[src/rtl/sr_latch_driver_if.sv]
// Request/drive bundle between a controller and sr_latch_driver.
// master: requester side (also supplies latch q feedback); slave: the driver.
interface sr_latch_driver_if;
  logic set_req;
  logic clr_req;
  logic q_fb;
  logic s;
  logic r;
  logic en;
  logic busy;
  logic done;
  logic conflict;
  logic err;

  modport master (
    output set_req, clr_req, q_fb,
    input  s, r, en, busy, done, conflict, err
  );

  modport slave (
    input  set_req, clr_req, q_fb,
    output s, r, en, busy, done, conflict, err
  );
endinterface

[src/rtl/sr_latch_driver.sv]
// Sequences setup/pulse/hold timing for a downstream gated SR latch.
// Optional readback check of q_fb at completion is enabled by macro SR_DRV_VERIFY_EN.
module sr_latch_driver #(
  parameter int unsigned SETUP_CYC = 1,
  parameter int unsigned PULSE_CYC = 2,
  parameter int unsigned HOLD_CYC  = 1
) (
  input logic             clk,
  input logic             rst,
  sr_latch_driver_if.slave bus
);

  typedef enum logic [1:0] {StIdle, StSetup, StPulse, StHold} state_e;

  // Counters load length-1 so a phase ends when the count reaches zero.
  localparam logic [3:0] SetupLd = 4'(SETUP_CYC - 1);
  localparam logic [3:0] PulseLd = 4'(PULSE_CYC - 1);
  localparam logic [3:0] HoldLd  = 4'(HOLD_CYC - 1);

  state_e     state_q, state_d;
  logic [3:0] cnt_q, cnt_d;
  logic       s_q, s_d;
  logic       r_q, r_d;
  logic       en_q, en_d;
  logic       busy_q, busy_d;
  logic       done_q, done_d;
  logic       conflict_q, conflict_d;

  logic one_req;
  logic both_req;
  logic phase_end;

  assign one_req   = bus.set_req ^ bus.clr_req;
  assign both_req  = bus.set_req & bus.clr_req;
  assign phase_end = (cnt_q == 4'd0);

  always_ff @(posedge clk or posedge rst) begin
    if (rst) begin
      state_q    <= StIdle;
      cnt_q      <= 4'd0;
      s_q        <= 1'b0;
      r_q        <= 1'b0;
      en_q       <= 1'b0;
      busy_q     <= 1'b0;
      done_q     <= 1'b0;
      conflict_q <= 1'b0;
    end else begin
      state_q    <= state_d;
      cnt_q      <= cnt_d;
      s_q        <= s_d;
      r_q        <= r_d;
      en_q       <= en_d;
      busy_q     <= busy_d;
      done_q     <= done_d;
      conflict_q <= conflict_d;
    end
  end

  always_comb begin
    state_d = state_q;
    cnt_d   = cnt_q;
    unique case (state_q)
      StIdle: begin
        if (one_req) begin
          state_d = StSetup;
          cnt_d   = SetupLd;
        end
      end
      StSetup: begin
        if (phase_end) begin
          state_d = StPulse;
          cnt_d   = PulseLd;
        end else begin
          cnt_d = cnt_q - 4'd1;
        end
      end
      StPulse: begin
        if (phase_end) begin
          state_d = StHold;
          cnt_d   = HoldLd;
        end else begin
          cnt_d = cnt_q - 4'd1;
        end
      end
      StHold: begin
        if (phase_end) begin
          state_d = StIdle;
        end else begin
          cnt_d = cnt_q - 4'd1;
        end
      end
      default: state_d = StIdle;
    endcase
  end

  // Drive values are registered; s/r only move in IDLE and at the HOLD exit, never with en high.
  always_comb begin
    s_d        = s_q;
    r_d        = r_q;
    en_d       = en_q;
    busy_d     = busy_q;
    done_d     = 1'b0;
    conflict_d = 1'b0;
    unique case (state_q)
      StIdle: begin
        if (one_req) begin
          s_d    = bus.set_req;
          r_d    = bus.clr_req;
          busy_d = 1'b1;
        end else if (both_req) begin
          conflict_d = 1'b1;
        end
      end
      StSetup: begin
        if (phase_end) en_d = 1'b1;
      end
      StPulse: begin
        if (phase_end) en_d = 1'b0;
      end
      StHold: begin
        if (phase_end) begin
          s_d    = 1'b0;
          r_d    = 1'b0;
          busy_d = 1'b0;
          done_d = 1'b1;
        end
      end
      default: begin
        s_d    = 1'b0;
        r_d    = 1'b0;
        en_d   = 1'b0;
        busy_d = 1'b0;
      end
    endcase
  end

`ifdef SR_DRV_VERIFY_EN
  logic err_q, err_d;

  // s_q still holds the commanded value at the done edge.
  always_comb begin
    err_d = err_q;
    if ((state_q == StHold) && phase_end && (bus.q_fb != s_q)) err_d = 1'b1;
  end

  always_ff @(posedge clk or posedge rst) begin
    if (rst) err_q <= 1'b0;
    else     err_q <= err_d;
  end

  assign bus.err = err_q;
`else
  logic unused_q_fb;
  assign unused_q_fb = bus.q_fb;
  assign bus.err     = 1'b0;
`endif

  assign bus.s        = s_q;
  assign bus.r        = r_q;
  assign bus.en       = en_q;
  assign bus.busy     = busy_q;
  assign bus.done     = done_q;
  assign bus.conflict = conflict_q;

endmodule

[src/flat_wrapper.sv]
// flat-port wrapper written by rule: the top's interface ports become plain ports
module sr_latch_driver_flat 
#(
  parameter int unsigned SETUP_CYC = 1,
  parameter int unsigned PULSE_CYC = 2,
  parameter int unsigned HOLD_CYC  = 1
)
  (clk, rst, bus_set_req, bus_clr_req, bus_q_fb, bus_s, bus_r, bus_en, bus_busy, bus_done, bus_conflict, bus_err);
  sr_latch_driver_if bus_i ();
  input logic clk;
  input logic rst;
  input wire logic [$bits(bus_i.set_req)-1:0] bus_set_req;
  input wire logic [$bits(bus_i.clr_req)-1:0] bus_clr_req;
  input wire logic [$bits(bus_i.q_fb)-1:0] bus_q_fb;
  output wire logic [$bits(bus_i.s)-1:0] bus_s;
  output wire logic [$bits(bus_i.r)-1:0] bus_r;
  output wire logic [$bits(bus_i.en)-1:0] bus_en;
  output wire logic [$bits(bus_i.busy)-1:0] bus_busy;
  output wire logic [$bits(bus_i.done)-1:0] bus_done;
  output wire logic [$bits(bus_i.conflict)-1:0] bus_conflict;
  output wire logic [$bits(bus_i.err)-1:0] bus_err;
  assign bus_i.set_req = bus_set_req;
  assign bus_i.clr_req = bus_clr_req;
  assign bus_i.q_fb = bus_q_fb;
  assign bus_s = bus_i.s;
  assign bus_r = bus_i.r;
  assign bus_en = bus_i.en;
  assign bus_busy = bus_i.busy;
  assign bus_done = bus_i.done;
  assign bus_conflict = bus_i.conflict;
  assign bus_err = bus_i.err;
  sr_latch_driver #(.SETUP_CYC(SETUP_CYC), .PULSE_CYC(PULSE_CYC), .HOLD_CYC(HOLD_CYC)) u_core (.clk(clk), .rst(rst), .bus(bus_i));
endmodule
[config.mk]
export PLATFORM = sky130hd
export DESIGN_NAME = sr_latch_driver_flat
export DESIGN_NICKNAME = d
export VERILOG_FILES = /design/src/rtl/sr_latch_driver_if.sv /design/src/rtl/sr_latch_driver.sv /design/src/flat_wrapper.sv
export SDC_FILE = /design/constraint.sdc
export NUM_CORES = 1
export LEC_CHECK = 0
export ABC_AREA = 1
export CAP_MARGIN = 20
export CORE_MARGIN = 5
export CORE_UTILIZATION = 54
export CTS_BUF_LIST = sky130_fd_sc_hd__clkbuf_16
export CTS_CLUSTER_DIAMETER = 50
export DETAILED_ROUTE_END_ITERATION = 8
export PLACE_DENSITY = 0.9
export SLEW_MARGIN = 20
export SYNTH_ARGS = -nofsm -noshare
export SYNTH_HDL_FRONTEND = slang
export SYNTH_SLANG_ARGS = --single-unit
[constraint.sdc]
create_clock -name clk -period 3.5 [get_ports clk]
set_clock_uncertainty 0.2 [all_clocks]
set_input_delay 0.35 -clock clk [delete_from_list [all_inputs] [get_ports clk]]
set_output_delay 0.35 -clock clk [all_outputs]
set_load 0.005 [all_outputs]
==> flow_metrics.tcl <==
set metrics [dict create \
    syn-num-nets 108 \
    cts_setup_buffers 0 \
    finish.utilization_pct 70.2 \
    core_sq_mm 0.00127 \
    netSwitchingPower_mw 0.361 \
    regToRegEndpoint "u_core.cnt_q[0]" \
    multi_input_area_sq_um 324 \
    r2r_cells 10 \
    hold_class "in2async" \
    wire_per_inst_um 11.3 \
    synthTopCellsByArea "dfrtp_1, nand2_1, ha_1" \
    ys.flop_type "dfrtp_1" \
    ys_warn_count 0 \
    cts.sinks 12 \
    synthToLayoutAreaGrowth_pct 25.4 \
    initialDrtViolationCount 6 \
    finalMaxSlewViolations 0 \
    fmax_mhz 549 \
    rows 13 \
    initial_core_util_pct 56.0 \
    hold_violations 0 \
    synthAdderAreaFrac_pct 12.3 \
    dp_cells 119 \
    crit_path_end_kind "flip-flop" \
    diodes 0 \
    grt_overflow 0 \
    reg2reg_slack_ns 1.68 \
    layout_setup_ws_ns 1.68 \
    syn_area_per_cell_sq_um 7.40 \
    htree_levels 1 \
    finalWirelength_um 1390 \
    dp_hpwl_um 991 \
    antenna_left 0 \
    netlist_area_sq_um 711 \
    grt_pass1_vias 583 \
    cts_root_buffer "clkbuf_16" \
    grt_pass1_wl_um 2350 \
    path_max_fanout 7 \
    crit_type "reg2reg" \
    hold_buffers 0 \
    max-cap-violations 0 \
    dr.pass1.iters 4 \
    vias_per_cell 4.84 \
    startpoint "u_core.state_q[0]" \
    n_fill_cell 103 \
    powerDensity_mw_per_mm2 1000 \
    vdd_drop_max_uv 470 \
    outcome "completed" \
    dieArea_sq_mm 0.00214 \
    setup_tns_ns 0 \
    startpoint_type "flip-flop" \
    drc 0 \
    combinationalPowerShare_pct 49.9 \
    cp.arrival_ns 1.76 \
    synth-edff-count 0 \
    cts.path.max_buffers 2 \
    placed_cell_area_sq_um 812 \
    seq_area_sq_um 300 \
    setup_viol 0 \
    min_period_over_period_pct 52.0 \
    path_clk_slew_ns 0.04 \
    period_minus_slack_ns 1.82 \
    dp_slack_ns 1.48 \
    grt_use_total_pct 16.0 \
    insertion_delay_ns 0.24 \
    synthXorXnorAreaFrac_pct 0 \
    final_cells 123 \
    netlist.area_leader.share_pct 42.3 \
    cts_tree "built" \
    yosys.area.top_type "dfrtp_1" \
    endpoint "u_core.cnt_q[0]" \
    rr_startpoint "u_core.state_q[0]" \
    swShare_pct 40.5 \
    die_y_um 46.3 \
    synth_cells 96 \
    seq_area_frac_synth_pct 42.3 \
    yosys.area_share.simple_pct 26.9 \
    antenna_found_initial 0 \
    final_common_cell "nand2_1" \
    required_ns 3.44 \
    synth_compound_area_share_pct 5.81 \
    grt_setup_unrepaired "false" \
    p_seq_share_pct 26.3 \
    routabilityCongestion 0.818 \
    die_w_um 46.3 \
    synthArstFlopShare_pct 100 \
    cts-buffers-inserted 3 \
    fin_nets 121 \
    boundaryPins 12 \
    vias 595 \
    leakage_nw 0.531 \
    io_buffers 9 \
    pwr-share-clk_pct 23.8 \
    drive_above_1_share_pct 6.48 \
    synth_top_family_by_area "simple AND/OR/NAND/NOR gates" \
    synthMuxAreaShare_pct 0 \
    p_int_mw 0.530 \
    final_cell_mix "nand2_1, inv_1, dfrtp_1" \
    final_area_sq_um 891 \
    ctsResizeCount 0 \
    ys_ff_latch 12 \
    grt_max_degree 13 \
    synth_cell_types 17 \
]
==> through the flow <==
step / power (mW) / hold WS (ns)
floorplan: 0.550 / 0.0147
global placement: 0.651 / 0.255
detailed placement: 0.675 / 0.260
CTS: 0.897 / 0.246
global route: 0.978 / 0.272
finish: 0.892 / 0.228
==> registers in the layout (all words and copies together), names as in the netlist <==
name                 flops
u_core.cnt_q             4
u_core.state_q           2
u_core.bus.busy          1
u_core.bus.conflict      1
u_core.bus.done          1
u_core.bus.en            1
u_core.bus.r             1
u_core.bus.s             1
==> worst max-delay path, stage by stage (launching register included) <==
cell     delay (ns)
dfrtp_1        0.42
inv_1          0.10
ha_1           0.31
inv_2          0.09
or2_4          0.25
nand2_2        0.09
inv_2          0.07
nand2_1        0.06
nand2_1        0.04
nand2_1        0.06
inv_1          0.04
==> power groups by stage <==
stage	clock [mW]	sequential (mW)	combinational, mW
CTS	0.214	0.234	0.449
finish	0.212	0.235	0.445
floorplan	0	0.230	0.321
global route	0.219	0.241	0.518
global placement	0	0.231	0.420
detailed placement	0	0.235	0.440
==> Yosys cell counts (2+ instances only) <==
master   number
nand3_1       6
dfrtp_1      12
ha_1          7
o21ai_0       2
nand2_1      34
inv_2         2
inv_1        19
nor2_1        5
==> kinds of logic (layout without fill, tap and decap cells) <==
kind of cell             Yosys count  after routing
flip-flops                        12             12
buffers and inverters             22             34
adder cells (fa/ha/maj)            7              7
AND/OR/NAND/NOR                   47             47
other                              1              1
AO/OA/AOI/OAI                      7              7
==> per-layer routing <==
metal	routed length [um]	GRT usage, %	up-vias
li1	-	-	308
met1	591	17.5	264
met2	690	26.6	18
met3	71	3.52	5
met4	40	11.9	0
met5	0	0	-
==> area by class of cell <==
class	count	area share, %
well taps	15	2.11
repair buffers	9	10.1
clock inverters	1	0.421
clock buffers	3	8.43
flip-flops and latches	12	33.7
multi-input cells	62	36.4
inverters	21	8.85
==> how the worst min path moves through the flow <==
stage | slack [ns] | start | cells past startpoint | endpoint
6_report | 0.23 | rst | 2 | u_core.cnt_q[2]
5_1_grt | 0.27 | rst | 2 | u_core.cnt_q[2]
4_1_cts | 0.25 | rst | 2 | u_core.cnt_q[2]
3_5_place_dp | 0.26 | u_core.bus.r | 2 | u_core.bus.r
3_3_place_gp | 0.26 | u_core.bus.busy | 2 | u_core.bus.busy
2_1_floorplan | 0.01 | rst | 1 | u_core.bus.busy
No activity file was read; power rests on OpenSTA's default activity.
